--- config.mk ---
export PLATFORM = sky130hd
export DESIGN_NAME = dmem_arbiter
export DESIGN_NICKNAME = d
export VERILOG_FILES = /design/src/rtl/dmem_arbiter_pkg.sv /design/src/rtl/dmem_arbiter_rr_pick2.sv /design/src/rtl/dmem_arbiter.sv
export SDC_FILE = /design/constraint.sdc
export NUM_CORES = 1
export LEC_CHECK = 0
export ABC_AREA = 1
export CAP_MARGIN = 10
export CELL_PAD_IN_SITES_DETAIL_PLACEMENT = 1
export CELL_PAD_IN_SITES_GLOBAL_PLACEMENT = 1
export CORE_MARGIN = 2
export CORE_UTILIZATION = 26
export DETAILED_ROUTE_END_ITERATION = 7
export GPL_TIMING_DRIVEN = 0
export PLACE_DENSITY = 0.78
export SETUP_SLACK_MARGIN = 0.02
export SYNTH_ARGS = -nofsm -noshare
export SYNTH_HDL_FRONTEND = slang
export SYNTH_SLANG_ARGS = --single-unit
export TNS_END_PERCENT = 20
--- constraint.sdc ---
create_clock -name clk -period 2.94 [get_ports clk]
set_input_delay 0.588 -clock clk [delete_from_list [all_inputs] [get_ports clk]]
set_output_delay 0.588 -clock clk [all_outputs]
set_load 0.01 [all_outputs]
--- src/rtl/dmem_arbiter_pkg.sv ---
// Shared definitions for the data-memory arbiter: FSM encoding and burst limit.
// Imported by the arbiter top and its round-robin picker.
package dmem_arbiter_pkg;

  typedef enum logic [1:0] {
    ST_IDLE   = 2'd0,
    ST_SHARED = 2'd1,
    ST_LOCKED = 2'd2
  } arb_state_t;

  localparam int MAX_BURST_DEFAULT = 16;

endpackage

--- src/rtl/dmem_arbiter_rr_pick2.sv ---
// Two-way round-robin picker: a lone requester always wins, a tie goes to the
// port named by the pointer.
module rr_pick2 (
  input  logic [1:0] req,
  input  logic       ptr,
  output logic [1:0] gnt
);

  always_comb begin
    gnt = req;
    if (req == 2'b11) begin
      gnt = ptr ? 2'b10 : 2'b01;
    end
  end

endmodule

--- src/rtl/dmem_arbiter.sv ---
// Two-port arbiter in front of a 256x8 asynchronous-read data memory, with a
// bounded burst lock that port 1 can take while port 0 keeps requesting.
module dmem_arbiter
  import dmem_arbiter_pkg::*;
#(
  parameter int MAX_BURST = MAX_BURST_DEFAULT
) (
  input  logic       clk,
  input  logic       rst,
  input  logic       req0,
  input  logic       req1,
  input  logic       we0,
  input  logic       we1,
  input  logic [7:0] addr0,
  input  logic [7:0] addr1,
  input  logic [7:0] wdata0,
  input  logic [7:0] wdata1,
  input  logic       lock1,
  output logic       gnt0,
  output logic       gnt1,
  output logic       rvalid0,
  output logic       rvalid1,
  output logic [7:0] rdata0,
  output logic [7:0] rdata1,
  output logic       mem_we,
  output logic [7:0] mem_addr,
  output logic [7:0] mem_wdata,
  input  logic [7:0] mem_rdata
);

  localparam int CNT_W = $clog2(MAX_BURST + 1);

  arb_state_t       state_reg, state_next;
  logic             ptr_reg, ptr_next;
  logic [CNT_W-1:0] cnt_reg, cnt_next;
  logic [CNT_W-1:0] burst_sum;
  logic [1:0]       rr_gnt;
  logic             rvalid0_reg, rvalid1_reg;
  logic [7:0]       rdata0_reg, rdata1_reg;

  rr_pick2 u_pick (
    .req ({req1, req0}),
    .ptr (ptr_reg),
    .gnt (rr_gnt)
  );

  always_comb begin
    state_next = state_reg;
    cnt_next   = cnt_reg;
    ptr_next   = ptr_reg;
    gnt0       = 1'b0;
    gnt1       = 1'b0;

    if (!rst) begin
      if (state_reg == ST_LOCKED && req1) begin
        gnt1 = 1'b1;
      end else begin
        gnt0 = rr_gnt[0];
        gnt1 = rr_gnt[1];
      end
    end

    // Whoever was just served yields the next tie to the other port.
    if (gnt0) begin
      ptr_next = 1'b1;
    end else if (gnt1) begin
      ptr_next = 1'b0;
    end

    burst_sum = cnt_reg + CNT_W'(gnt1 & req0);

    case (state_reg)
      ST_IDLE: begin
        if (req0 || req1) state_next = ST_SHARED;
      end
      ST_SHARED: begin
        if (gnt1 && lock1) begin
          state_next = ST_LOCKED;
          cnt_next   = '0;
        end else if (!req0 && !req1) begin
          state_next = ST_IDLE;
        end
      end
      ST_LOCKED: begin
        if (!lock1 || !req1 || burst_sum == CNT_W'(MAX_BURST)) begin
          state_next = ST_SHARED;
          cnt_next   = '0;
        end else begin
          cnt_next = burst_sum;
        end
      end
      default: state_next = ST_IDLE;
    endcase
  end

  always_ff @(posedge clk) begin
    if (rst) begin
      state_reg   <= ST_IDLE;
      ptr_reg     <= 1'b0;
      cnt_reg     <= '0;
      rvalid0_reg <= 1'b0;
      rvalid1_reg <= 1'b0;
      rdata0_reg  <= 8'h00;
      rdata1_reg  <= 8'h00;
    end else begin
      state_reg   <= state_next;
      ptr_reg     <= ptr_next;
      cnt_reg     <= cnt_next;
      rvalid0_reg <= gnt0 & ~we0;
      rvalid1_reg <= gnt1 & ~we1;
      if (gnt0 && !we0) rdata0_reg <= mem_rdata;
      if (gnt1 && !we1) rdata1_reg <= mem_rdata;
    end
  end

  assign mem_we    = (gnt0 & we0) | (gnt1 & we1);
  assign mem_addr  = gnt1 ? addr1  : (gnt0 ? addr0  : 8'h00);
  assign mem_wdata = gnt1 ? wdata1 : (gnt0 ? wdata0 : 8'h00);

  // Gated so a reset landing in the response cycle hides the pending read.
  assign rvalid0 = rvalid0_reg & ~rst;
  assign rvalid1 = rvalid1_reg & ~rst;
  assign rdata0  = rst ? 8'h00 : rdata0_reg;
  assign rdata1  = rst ? 8'h00 : rdata1_reg;

endmodule

[Word level (Yosys, flattened, before mapping)]
Cells that the tools add are included.
Storage, ports and cells
  register bits after elaboration: 26
  input bits: 47
  output and inout bits: 37
  logic and storage cells: 67
Cells by class
  add/subtract/negate cells: 1
  equality and inequality tests: 8
  muxes and demuxes: 22
  bitwise gates (word level): 11
  reductions and logical operators: 18
Operators with widths (number)
  2-to-1 mux 8 bit: 6
  2-to-1 mux 2 bit: 6
  2-to-1 mux 5 bit: 2
  one-hot mux 5 bit (2 select lines): 1
  bitwise AND 1 bit: 7
  2-to-1 mux 1 bit: 6
  one-hot mux 2 bit (3 select lines): 1
  adder 5 x 1 -> 5 bit: 1
  equality test 5 bit (second input constant): 1
  logical AND 1 bit: 5
  zero test 1 bit: 5
  equality test 2 bit (second input constant): 2
  inequality test 2 bit (second input constant): 2
  nonzero test 2 bit: 2
  logical OR 1 bit: 3
  inequality test 3 bit (second input constant): 1
  NOT 1 bit: 3
  AND reduction 3 bit: 1
  equality test 2 x 1 -> 1 bit (second input constant): 1
  zero test 2 bit: 1
  inequality test 2 x 1 -> 1 bit (second input constant): 1
  AND reduction 2 bit: 1
  bitwise OR 1 bit: 1

[Depth between registers and ports, before layout]
Gate-level depths: netlist (run 1).
  depth in word-level cells: 10
  gate-level depth with buffers: 15
  mapped depth without buffers: 15

[By module]
From an unflattened synthesis (run 1), not the netlist that was laid out.
Unflattened totals
  cells, all modules: 227
  area, all modules: 1522.7 µm²
By module, submodules not included
  dmem_arbiter: times used 1, cells an instance 222, area each 1501.4 µm², seq. area each 520.5 µm²
  rr_pick2: times used 1, cells an instance 5, area each 21.3 µm², seq. area each 0.0 µm²

[Worst setup path before layout (run 1)]
OpenSTA, ideal clock, no wires.
  path kind: input -> register
  from: in rst
  to: reg cnt_reg[0]
  setup time: 0.128 ns
  arrival: 2.194 ns
  data required time: 2.812 ns
  setup slack: 0.618 ns
  stages on the path: 13
  path buffers: 1
  cells stage by stage: buf_2 nor2_4 nand2_4 nor2_1 ha_1 ha_1 or2_1 a21oi_1 nand3_1 nand2_1 inv_1 nand2_1 a21oi_1
Between the ends
  cells in the longest elaborated chain, start to end: 7
  elaborated cells on any way between the ends: 10
  classes of those cells: 1 x add/sub; 2 x eq/ne; 3 x mux; 1 x bitwise; 3 x reduce/logical
RTL lines
  from (decl): line dmem_arbiter.sv:9  | input logic rst,
  2-to-1 mux 1 bit: line dmem_arbiter.sv:54  | if (!rst) begin
  bitwise AND 1 bit: line dmem_arbiter.sv:70  | burst_sum = cnt_reg + CNT_W'(gnt1 & req0);
  adder 5 x 1 -> 5 bit: line dmem_arbiter.sv:70
  equality test 5 bit: line dmem_arbiter.sv:85  | if (!lock1 || !req1 || burst_sum == CNT_W'(MAX_BURST)) begin
  logical OR 1 bit: line dmem_arbiter.sv:85
  2-to-1 mux 5 bit: line dmem_arbiter.sv:85
  one-hot mux 5 bit (2 select lines): line dmem_arbiter.sv:72  | case (state_reg)
  to (signal assigned): line dmem_arbiter.sv:108  | cnt_reg <= cnt_next;
  to (decl): line dmem_arbiter.sv:35  | logic [CNT_W-1:0] cnt_reg, cnt_next;
Several ways; a longest one is shown, not always the timed one.
A chain may end at the register's enable or synchronous reset.

[Final worst setup path (run 1)]
  from: in req0
  to: out gnt0
Between the ends
  cells in the longest elaborated chain, start to end: 4
RTL lines
  from (decl): line dmem_arbiter.sv:10  | input logic req0,
  equality test 2 bit: line dmem_arbiter_rr_pick2.sv:11  | if (req == 2'b11) begin
  2-to-1 mux 2 bit (*): line dmem_arbiter_rr_pick2.sv:11
  2-to-1 mux 1 bit (*): line dmem_arbiter.sv:55  | if (state_reg == ST_LOCKED && req1) begin
  2-to-1 mux 1 bit (*): line dmem_arbiter.sv:54
  to (decl): line dmem_arbiter.sv:19  | output logic gnt0,
Mark *: on every way between the ends. The rest lies on a longest branch, timed or not.

==> results of run 1 <==
## cell type report
type                            count  area (µm²)  area share, %
Timing Repair Buffer               83       818.3          33.10
Multi-Input combinational cell    124       774.5          31.33
Sequential cell                    26       520.5          21.05
Inverter                           35       136.4          5.516
Tap cell                           72       90.09          3.644
Buffer                              8       61.31          2.480
Clock buffer                        3       41.29          1.670
Clock inverter                      1       30.03          1.215
## per-stage QoR
stage	cell area [µm²]	TNS (ps)
final	2472	0
after global routing	2472	0
after CTS	2472	0
after detailed placement	2392	-1858
after global placement	2392	-1656
after floorplan	1481	0
## worst register-to-register path, cell delays in order, from the launching register on
cell,delay [ps]
dfxtp_1,430
inv_2,60
nand2_4,120
nand3_2,120
nand2_4,110
nor2_1,50
ha_1,220
ha_1,310
or2_1,230
a21oi_1,110
nand3_1,130
nand2_1,150
inv_1,70
nand2_1,60
a21oi_1,60
## timing repair
action,4_1_cts,5_1_grt
setup endpoints to repair,11,0
buffers inserted,1,0
resized for setup,20,0
## worst max path at each step
| stage | cells after the start | start | to |
|---|---|---|---|
| detailed placement | 9 | req0 | mem_we |
| finish | 7 | req0 | gnt0 |
| floorplan | 13 | rst | cnt_reg[0] |
| global route | 7 | req0 | gnt0 |
| CTS | 7 | req0 | gnt0 |
| global placement | 9 | req0 | mem_we |
## power by group
group	internal, W	total, W	switching [W]
registers	0.000368	0.000375	0.00000750
clock network	0.000182	0.000303	0.000120
logic	0.000127	0.000230	0.000103
total	0.000677	0.000908	0.000230
## metal layers
metal	global-route usage, %	wire length [µm]	vias to the layer above
li1	-	-	823
met1	18.52	2019	774
met2	29.24	2515	22
met3	2.941	141	4
met4	3.103	34	0
met5	0	0	-
## cells in the mapped netlist (all sizes together)
library cell	count	area (µm²)
inv	35	136.4
a21oi	27	146.4
dfxtp	26	520.5
nor2	24	113.9
nand2	18	106.4
o21ai	17	103.9
a22o	16	140.1
nand3	12	65.06
buf	6	50.04
nand4	3	18.77
clkbuf	2	7.510
ha	2	25.02
nand3b	2	27.53
o22ai	1	6.260
o31ai	1	7.510
or2	1	6.260
## cell families after synthesis
kind of cell    Yosys count
simple gates             60
compound gates           62
buf+inv                  43
flops                    26
fa+ha+maj                 2
==> results.yml, run 1 <==
synth:
  ys_ff_latch: 26
  syn_avg_cell_area_um2: 7.676
  synthDistinctLibCells: 30
  synth_nets: 242
  muxShareOfSynthArea_pct: 0
  synth-compound-area-share_pct: 27.28
  synthAdderAreaFrac_pct: 1.689
  synthSimpleGateAreaFrac_pct: 22.80
  yosysWarnings: 0
  yosysSeqAreaShare_pct: 35.14
  syn-cell-area_um2: 1481
  synth-xor-area-share_pct: 0
  netlist_instances: 193
  synth_top_family_by_area: "compound AO/OA/AOI/OAI gates"
critical_path:
  cp_slowest_cell: "clkdlybuf4s50_1"
  arrival_ps: 2240
  regToRegEndpoint: "cnt_reg[4]"
  r2r_slack_ps: 590
  cp_max_fo: 10
  cp.required_ps: 2350
  critPathBufInv: 4
  crit_family: "buffers and inverters"
  critPathMaxStageDelay_ps: 540
  crit_type: "in2out"
  reg2reg_depth: 14
  crit_path_start_kind: "input port"
  crit_top_cell: "clkdlybuf4s50_1"
  crit_path_end_kind: "primary output"
  r2r_start: "state_reg[0]"
  crit_chain: "clkdlybuf4s50_1 > inv_2 > a21oi_4 > o21ai_4 > nor2_8 > buf_6 > clkdlybuf4s50_1"
timing:
  slew-limit-headroom_pct: 70.25
  hold_viol_final: 0
  layout_min_cycle_time_ps: 2825
  setup_violations: 0
  max_freq_mhz: 354.0
  fin_worst_skew_ps: 8.489
  finalMaxSlewViolations: 0
  hold_slack_ps: 461.0
  finalCritPeriodShare_pct: 96.08
  rsz0062_at_grt: "false"
  worstMarginPinSlew_ps: 446.3
  layout_setup_ws_ps: 115.2
clock_tree:
  clockRootBuffer: "clkbuf_8"
  clkTransAtPathRegs_ps: 100
  cts_tree: "done"
  postCtsHoldBufs: 0
  cts_sinks: 26
  ctsHtreeMaxLevel: 1
  max-clock-path-buffers: 2
  numCtsBuffers: 3
  clkLatencyLatePin_ps: 280
floorplanning:
  chipWidth_um: 79.49
  ioPinCount: 84
  core_um2: 5507
  row_count: 27
  chipHeight_um: 79.49
  dieArea_um2: 6318
  initial_utilization_pct: 26.90
route:
  drc_errors: 0
  firstDrtPassIters: 4
  via_count: 1623
  drt-total-wl_mm: 4.710
  antenna_left: 0
  drt_iter0_markers: 26
  vias_per_cell: 4.611
  wl_per_cell_um: 13.38
placement:
  io_buffer_count: 82
  routabilityCongestion: 0.7630
  place_ws_ps: -242.2
  place_inst: 347
  dp_hpwl_mm: 3.720
hold_path:
  hold_path.class: "reg2reg"
  hp-start: "rdata1_reg[7]"
  hold_end: "rdata1_reg[7]"
  whs_path_depth: 2
cells_and_area:
  area_growth_pct: 66.89
  diodes: 0
  final_common_cell: "clkdlybuf4s50_1"
  fillers: 682
  drive_gt1_share_pct: 11.07
  fin_cells: 352
  final_cell_mix: "clkdlybuf4s50_1, inv_1, dfxtp_1"
  final_util_pct: 44.90
  nNetsFinal: 330
pwr:
  p_per_area_nw_per_um2: 367.1
  power_w: 0.0009075
  peakVddDrop_mv: 0.2855
  cellLeakagePower_nw: 1.051
global_route:
  track_usage_pct: 15.67
  grt_max_degree: 16
  grt_pass1_wl_mm: 8.038
  grt_pass1_vias: 1743
  grt_overflow: 0
  antenna_found_initial: 0
status:
  outcome: "finished, final reports clean"
run:
  maxCapViolations: 0
(Power assumes the default switching activity.)
==> run 2: changes to the inputs <==
--- a/config.mk
+++ b/config.mk
@@ -15,6 +15,7 @@
 export GPL_TIMING_DRIVEN = 0
 export PLACE_DENSITY = 0.78
 export SETUP_SLACK_MARGIN = 0.02
+export SKIP_LAST_GASP = 1
 export SYNTH_ARGS = -nofsm -noshare
 export SYNTH_HDL_FRONTEND = slang
 export SYNTH_SLANG_ARGS = --single-unit
==> constraint.sdc (replaced) <==
create_clock -name clk -period 2.94 [get_ports clk]
set_input_delay 0.735 -clock clk [delete_from_list [all_inputs] [get_ports clk]]
set_output_delay 0.735 -clock clk [all_outputs]
set_load 0.01 [all_outputs]
==> results.yml, run 2 (synthesis gave the netlist of run 1 again) <==
status:
  outcome: "finished, final reports clean"
critical_path:
  r2r_slack_ps: 590
  crit_type: "in2out"
  crit_path_start_kind: "input port"
  arrival_ps: 2020
  cp.required_ps: 2200
  crit_path_end_kind: "primary output"
  crit_end: "rdata1[1]"
  cp_max_fo: 10
  reg2reg_depth: 14
  crit_path_start: "rst"
  r2r_start: "state_reg[0]"
  regToRegEndpoint: "cnt_reg[4]"
cells_and_area:
  diodes: 0
  area_growth_pct: 66.64
  nNetsFinal: 330
  drive_gt1_share_pct: 11.79
  final_cell_mix: "clkdlybuf4s50_1, inv_1, dfxtp_1"
  fin_cells: 352
  final_area_um2: 2469
  final_common_cell: "clkdlybuf4s50_1"
floorplanning:
  row_count: 27
  ioPinCount: 84
  chipHeight_um: 79.49
  core_um2: 5507
  dieArea_um2: 6318
  chipWidth_um: 79.49
  initial_utilization_pct: 26.90
placement:
  dp_hpwl_mm: 3.720
  place_inst: 347
  routabilityCongestion: 0.7630
  dpl_cell_area_um2: 2392
  io_buffer_count: 82
  place_ws_ps: -536.2
timing:
  layout_min_cycle_time_ps: 2757
  setup_violations: 0
  worstMarginPinSlew_ps: 446.3
  max_freq_mhz: 362.7
  finalCritPeriodShare_pct: 93.78
  finalSetupTns_ps: 0
  hold_viol_final: 0
  finalMaxSlewViolations: 0
  fin_worst_skew_ps: 8.489
  hold_slack_ps: 461.0
  slew-limit-headroom_pct: 70.25
  rsz0062_at_grt: "false"
  layout_setup_ws_ps: 182.8
route:
  firstDrtPassIters: 4
  via_count: 1623
  wl_met3_um: 150
  wl_met2_mm: 2.516
  drt-total-wl_mm: 4.707
  top_layer_used: "met4"
  antenna_left: 0
  wl_per_cell_um: 13.37
  vias_per_cell: 4.611
  drt_iter0_markers: 26
  drc_errors: 0
  wl_met1_mm: 2.006
pwr:
  switching_share_pct: 25.41
  switchingPower_w: 0.0002304
  peakVddDrop_mv: 0.2855
  p_clk_share_pct: 33.4
  p_per_area_nw_per_um2: 367.2
  p_int_w: 0.0006762
  power.share.sequential_pct: 41.4
  cellLeakagePower_nw: 1.051
  combPwrFrac_pct: 25.2
clock_tree:
  numCtsBuffers: 3
  cts_tree: "done"
  clockRootBuffer: "clkbuf_8"
  clkLatencyLatePin_ps: 280
  cts_sinks: 26
  ctsHtreeMaxLevel: 1
  clkTransAtPathRegs_ps: 100
  max-clock-path-buffers: 2
global_route:
  grt_pass1_vias: 1743
  grt_pass1_wl_mm: 8.038
  antenna_found_initial: 0
  track_usage_pct: 15.67
  grt_max_degree: 16
  grt_overflow: 0
run:
  maxCapViolations: 0
hold_path:
  hold_path.class: "reg2reg"
run 2: through the flow:
step | utilization (%) | total power (W)
2_1_floorplan | - | 0.0004888
3_3_place_gp | 43.44 | 0.0006170
3_5_place_dp | 43.44 | 0.0006220
4_1_cts | 44.90 | 0.0009186
5_1_grt | 44.83 | 0.0009523
6_report | 44.83 | 0.0009066
run 2: how the worst min path moves through the flow:
stage             startpoint             to  slack (ps)  depth (start not counted)
5_1_grt        rdata0_reg[2]  rdata0_reg[2]         490                          2
3_5_place_dp   rdata0_reg[1]  rdata0_reg[1]         450                          2
6_report       rdata1_reg[7]  rdata1_reg[7]         460                          2
4_1_cts        rdata0_reg[1]  rdata0_reg[1]         470                          2
3_3_place_gp   rdata0_reg[1]  rdata0_reg[1]         440                          2
2_1_floorplan  rdata0_reg[0]  rdata0_reg[0]         430                          2
run 2: repair_timing:
| action | CTS | global route |
|---|---|---|
| endpoints found under the setup margin | 19 | 5 |
| pin swaps | 1 | 0 |
| resized for setup | 24 | 2 |
| hold buffers | 0 | 0 |
| buffers inserted | 1 | 0 |
| endpoints found under the hold margin | 0 | 0 |
run 2: power groups by stage:
stage / registers [W] / logic (W) / clock network [W]
floorplan: 0.000381 / 0.000108 / 0
global placement: 0.000382 / 0.000235 / 0
detailed placement: 0.000383 / 0.000239 / 0
CTS: 0.000375 / 0.000233 / 0.000310
global route: 0.000377 / 0.000251 / 0.000324
finish: 0.000375 / 0.000229 / 0.000303
run 2: metal layers:
metal / vias to the layer above / GRT usage, %
met2: 22 / 29.24
met1: 774 / 18.52
met4: 0 / 3.103
met5: - / 0
met3: 4 / 2.941
li1: 823 / -
run 2: area by class of cell:
class	instances	area, µm²
clock buffer	3	41.29
fill	685	3038
sequential	26	520.5
buffer	8	61.31
clock inverter	1	30.03
timing repair buffer	83	814.5
tap	72	90.09
multi-input combinational	124	774.5
inverter	35	136.4
run 2: worst max-delay path, stage by stage:
cell	delay, ps
buf_2	260
clkbuf_1	410
nor2_1	110
clkdlybuf4s50_1	510
==> run 3: changes to the inputs <==
--- a/config.mk
+++ b/config.mk
@@ -12,6 +12,7 @@
 export CORE_MARGIN = 2
 export CORE_UTILIZATION = 26
 export DETAILED_ROUTE_END_ITERATION = 7
+export GPL_ROUTABILITY_DRIVEN = 1
 export GPL_TIMING_DRIVEN = 0
 export PLACE_DENSITY = 0.78
 export SETUP_SLACK_MARGIN = 0.02
==> results of run 3 <==
No change in the layout: final DEF, timing and power equal those of run 2.
==> RTL change 1, RTL diff (flow settings as in run 3) <==
The 3 states of `arb_state_t` get a one-hot encoding in 3 bits.
--- a/src/rtl/dmem_arbiter_pkg.sv
+++ b/src/rtl/dmem_arbiter_pkg.sv
@@ -3,8 +3,8 @@
 package dmem_arbiter_pkg;
 
-  typedef enum logic [1:0] {
-    ST_IDLE   = 2'd0,
-    ST_SHARED = 2'd1,
-    ST_LOCKED = 2'd2
+  typedef enum logic [2:0] {
+    ST_IDLE   = 3'b001,
+    ST_SHARED = 3'b010,
+    ST_LOCKED = 3'b100
   } arb_state_t;
 
Check against the original RTL: no difference found for any inputs over 10 cycles, from zero or initial values and one cycle with rst high; not proved beyond that.
==> RTL change 1 against run 3 <==
- power shrank 4.9%
- combinational power grew 7%
- routed wire length grew 6.7%
- first-iteration DRC count grew 88%
- count of clock-buffer cells in the layout is the same
- sequential cell count grew 1
- sequential share of layout area grew 0.22 points
- cell area grew 2.8%
- setup slack lost 0.066 ns
- synthesized area grew 6.2%
- largest cell class unchanged
- highest routed layer unchanged
==> RTL change 1: results (changes against run 3) <==
| Metric | Value |
|---|---|
| Outcome | completed |
| Commonest cells in the synthesized netlist | 28 x inv_1, 27 x dfxtp_1, 22 x nor2_1, 16 x a21oi_1, 16 x a22o_1 |
| Tightest Pin Transition | 0.477 ns (+0.0306 ns) |
| Worst setup endpoint | mem_addr[6] |
| Filler cells | 720 (+5.1%) |
| Hold depth | 2 (unchanged) |
| Most used DFF post-synth | dfxtp_1 |
| Worst hold start | rdata0_reg[5]$_SDFFE_PP0P_ |
| Final WL | 5020 um (+6.7%) |
| Global placement routability congestion | 0.757 (-0.83%) |
| Number of nets in the layout | 338 (+2.4%) |
| Share of layout cells above drive strength 1 | 0.160 (+0.0419) |
| Clock root buffer | clkbuf_8 |
| Worst slack, placed | -0.507 ns (+0.0292 ns) |
| Worst reg2reg endpoint | cnt_reg[1]$_SDFFE_PP0P_ |
| Setup Skew | 0.00252 ns (-0.00597 ns) |
| Reg-to-Reg Start | state_reg[1]$_SDFFE_PP0P_ |
| Antenna Cells | 0 (unchanged) |
| Overall Global Routing Usage | 0.148 (-0.00880) |
| Detail Placement HPWL | 3960 um (+6.3%) |
| Worst stage delay on the critical path | 0.30 ns (-0.21 ns) |
| Critical Path AT | 2.09 ns (+0.07 ns) |
| WHS Endpoint | rdata0_reg[5]$_SDFFE_PP0P_ |
| Pwr Density | 340 nW/um2 (-7.5%) |
| FF-to-FF setup slack | 0.62 ns (+0.03 ns) |
| Distinct cells, synth | 34 (+13%) |
| Min cycle time layout | 2.82 ns (+0.0661 ns) |
| First-pass GRT wire length | 7800 um (-2.9%) |
| Seq/Total Area, Yosys | 0.344 (-0.00768) |
| 1st-iter DRT viols | 49 (+88%) |
| Syn nets | 250 (+3.3%) |
| Top cells by area, synth | dfxtp_1 34%, a22o_1 8.9%, inv_1 6.7% |
| Critical path's slowest cell | dlygate4sd2_1 |
| CP startpoint | req1 |
| Placed instance area | 2490 um2 (+4.0%) |
| Vias after detailed routing | 1635 (+0.74%) |
| Maximum VDD drop | 0.224 mV (-21%) |
| Largest net degree at the start of global routing | 17 (+1) |
| Pleak | 1.09 nW (+3.6%) |
-- RTL change 1: cell types whose count changed after synthesis, moves of 2 or more --
| cell | change |
|---|---|
| a21oi_1 | -8 |
| a21oi_2 | +8 |
| inv_2 | -2 |
| nand2_2 | +2 |
| nand2_4 | +2 |
| nand3_1 | +2 |
| nor2_2 | +2 |
| o21ai_0 | -10 |
| o21ai_1 | +10 |
-- RTL change 1: area by class of cell --
cell class,count,share of cell area
flip-flops and latches,27,0.213
multi-input cells,131,0.329
well taps,75,0.0370
plain buffers,8,0.0276
repair buffers,83,0.319
clock inverters,1,0.00296
inverters,35,0.0547
clock buffers,3,0.0163
-- RTL change 1: cell families (layout without fill, tap and decap cells) --
group | Yosys count | in the layout | synth area share
compound gates | 60 | 60 | 0.261
simple gates | 69 | 69 | 0.247
buf+inv | 43 | 130 | 0.133
flops | 27 | 27 | 0.344
fa+ha+maj | 2 | 2 | 0.0159
-- RTL change 1: through the flow --
step | cells | hold slack [ns]
finish | 363 | 0.463
global route | 363 | 0.490
CTS | 363 | 0.466
detailed placement | 358 | 0.449
global placement | 358 | 0.440
floorplan | 201 | 0.430
-- RTL change 1: repair_timing --
action | 4_1_cts | 5_1_grt
resized for setup | 24 | 2
setup endpoints to repair | 19 | 10
hold buffers | 0 | 0
endpoints found under the hold margin | 0 | 0
pin swaps | 2 | 0
setup buffers | 1 | 0
-- RTL change 1: metal layers --
metal | GRT usage | vias up | wire length [um]
met5 | 0 | - | 0
met4 | 0.0150 | 0 | 18
met2 | 0.254 | 22 | 2600
met3 | 0.0264 | 2 | 143
met1 | 0.199 | 770 | 2260
li1 | - | 841 | -
-- RTL change 1: where the power goes --
part | total (mW) | internal (mW) | switching, mW
clock | 0.220 | 0.0963 | 0.123
combinational | 0.246 | 0.133 | 0.113
sequential | 0.397 | 0.385 | 0.0117
==> RTL change 2, RTL diff (config.mk and constraints of run 3) <==
Without the edit above. Change the package constant `MAX_BURST_DEFAULT` from 16 to 32.
--- a/src/rtl/dmem_arbiter_pkg.sv
+++ b/src/rtl/dmem_arbiter_pkg.sv
@@ -9,5 +9,5 @@
   } arb_state_t;
 
-  localparam int MAX_BURST_DEFAULT = 16;
+  localparam int MAX_BURST_DEFAULT = 32;
 
 endpackage
Check against the original RTL: no difference found for any inputs over 10 cycles, from zero or initial values and one cycle with rst high; that may be too few to reach the edited logic, so the function may still have changed.
==> RTL change 2 against run 3 <==
- setup slack worse by 0.18 ns
- synthesized area up 0.68%
- combinational power shrank 2%
- cell area up 0.15%
- utilization shrank 0.21 points
- power is 9.1% lower
- sequential share of layout area rose by 0.78 points
- sequential cell count rose by 1
- register-to-register slack improved by 0.10 ns
- routed wire length rose by 3.5%
- via count up 2.5%
- global-route usage fell by 0.61 points
- sequential power increased by 3%
==> RTL change 2: results (changes against run 3) <==
| Metric | Value |
|---|---|
| Outcome | completed |
| Worst skew pair latency | 0.27 ns |
| Final WL | 4870 um (+3.5%) |
| Family with the most delay on the worst path | buffers and inverters |
| Post-Layout Cell Count | 362 (+2.8%) |
| Worst stage delay on the critical path | 0.54 ns (+0.03 ns) |
| PortBufs | 82 (unchanged) |
| Min cycle time layout | 2.94 ns (+0.178 ns) |
| Global placement routability congestion | 0.838 (+9.9%) |
| Placed instance area | 2400 um2 (+0.42%) |
| Met2 wire length | 2640 um (+5.0%) |
| First-pass GRT wire length | 7620 um (-5.2%) |
| Maximum VDD drop | 0.326 mV (+14%) |
| GR Util met1 | 0.181 (-0.00377) |
| Syn nets | 251 (+3.7%) |
| Placed cells | 356 (+2.6%) |
| Number of nets in the layout | 340 (+3.0%) |
| # H-tree levels | 1 (unchanged) |
| Pleak | 1.02 nW (-2.7%) |
| P_sw | 0.220 mW (-4.6%) |
| Crit path max fanout | 10 (unchanged) |
| Vias in the first global route | 1636 (-6.1%) |
| Grt met2 use | 0.274 (-0.0185) |
| Distinct cells, synth | 30 (unchanged) |
| CTS Buffer Depth | 2 (unchanged) |
| Syn Area/Cell | 7.38 um2 (-3.8%) |
| Cell Int Power | 0.604 mW (-11%) |
| Sequential share of power | 0.470 (+0.056) |
| Reg2reg path depth | 17 (+3) |
| Routed wl met3 | 159 um (+6.0%) |
| Clock power share | 0.257 (-0.077) |
| Drt first pass iters | 4 (unchanged) |
| Total CTS buffers | 3 (unchanged) |
| 1st-iter DRT viols | 38 (+46%) |
| DR top layer | met4 |
| Share of layout cells above drive strength 1 | 0.110 (-0.00751) |
| Drt via density | 4.60 (-0.31%) |
| Hold depth | 2 (unchanged) |
| Setup Skew | 0.00163 ns (-0.00686 ns) |
| Filler cells | 712 (+3.9%) |
| GRT met3 Usage | 0.0328 (+0.00339) |
| Ys Warns | 0 (unchanged) |
| WL met1 | 2020 um (+0.70%) |
| Number of flops mapped to enable cells by yosys | 0 (unchanged) |
| Top cells by area, synth | dfxtp_1 36%, a22o_1 9.4%, a21oi_1 8.7% |
| Worst slack, placed | -0.512 ns (+0.0240 ns) |
| CTS clk-pin slew, worst paths | 0.09 ns |
| Critical path's slowest cell | clkdlybuf4s50_1 |
| Fin Hold WS | 0.463 ns (+0.00219 ns) |
| Area grow syn2layout | 65.8% |
| Detail Placement HPWL | 3890 um (+4.5%) |
| Commonest cells in the synthesized netlist | 31 x inv_1, 27 x dfxtp_1, 26 x a21oi_1, 23 x nor2_1, 19 x nand2_1 |
| Critical Path AT | 2.20 ns (+0.18 ns) |
| Overall Global Routing Usage | 0.151 (-0.00611) |
| Tightest Pin Transition | 0.549 ns (+0.103 ns) |
| Seq/Total Area, Yosys | 0.362 (+0.0111) |
RTL change 2: cell count changes in the layout (fill, tap and decap cells not counted), sizes merged, moves of 2 or more:
cell and delta:
buf +3, nand2 +6, nand3 +2, nand3b -2
clkinv +2, clkdlybuf4s50 +12, nand4 -2, clkbuf -2
dlymetal6s2s +3, dlygate4sd2 -15
RTL change 2: final timing paths:
path / slack, ns / endpoint / start
setup / recovery: 0.005 / mem_wdata[6] / req1
hold / removal: 0.46 / rdata0_reg[2]$_SDFFE_PP0P_ / rdata0_reg[2]$_SDFFE_PP0P_
hold reg to reg: 0.46 / rdata0_reg[2]$_SDFFE_PP0P_ / rdata0_reg[2]$_SDFFE_PP0P_
setup reg to reg: 0.69 / state_reg[0]$_SDFFE_PP0P_ / state_reg[0]$_SDFFE_PP0P_
RTL change 2: worst min-delay path: stages, from the launching register on:
cell,delay (ns)
dfxtp_1,0.31
inv_1,0.06
a21oi_1,0.05
RTL change 2: logic make-up (layout without fill, tap and decap cells):
kind of cell,Yosys count,after routing,synth area share
flops,27,27,0.362
compound gates,61,61,0.253
xor+xnor,1,1,0.00587
fa+ha+maj,2,2,0.0168
buf+inv,43,131,0.128
simple gates,68,68,0.235
RTL change 2: timing repair:
action	4_1_cts	5_1_grt
setup endpoints to repair	19	16
hold endpoints to repair	0	0
setup buffers	2	0
resized for setup	7	8
RTL change 2: layout make-up:
| cell class | count | area share |
|---|---|---|
| plain buffers | 8 | 0.0233 |
| clock buffers | 3 | 0.0167 |
| clock inverters | 1 | 0.00202 |
| inverters | 35 | 0.0562 |
| multi-input cells | 132 | 0.309 |
| flip-flops and latches | 27 | 0.219 |
| well taps | 72 | 0.0364 |
| repair buffers | 84 | 0.338 |
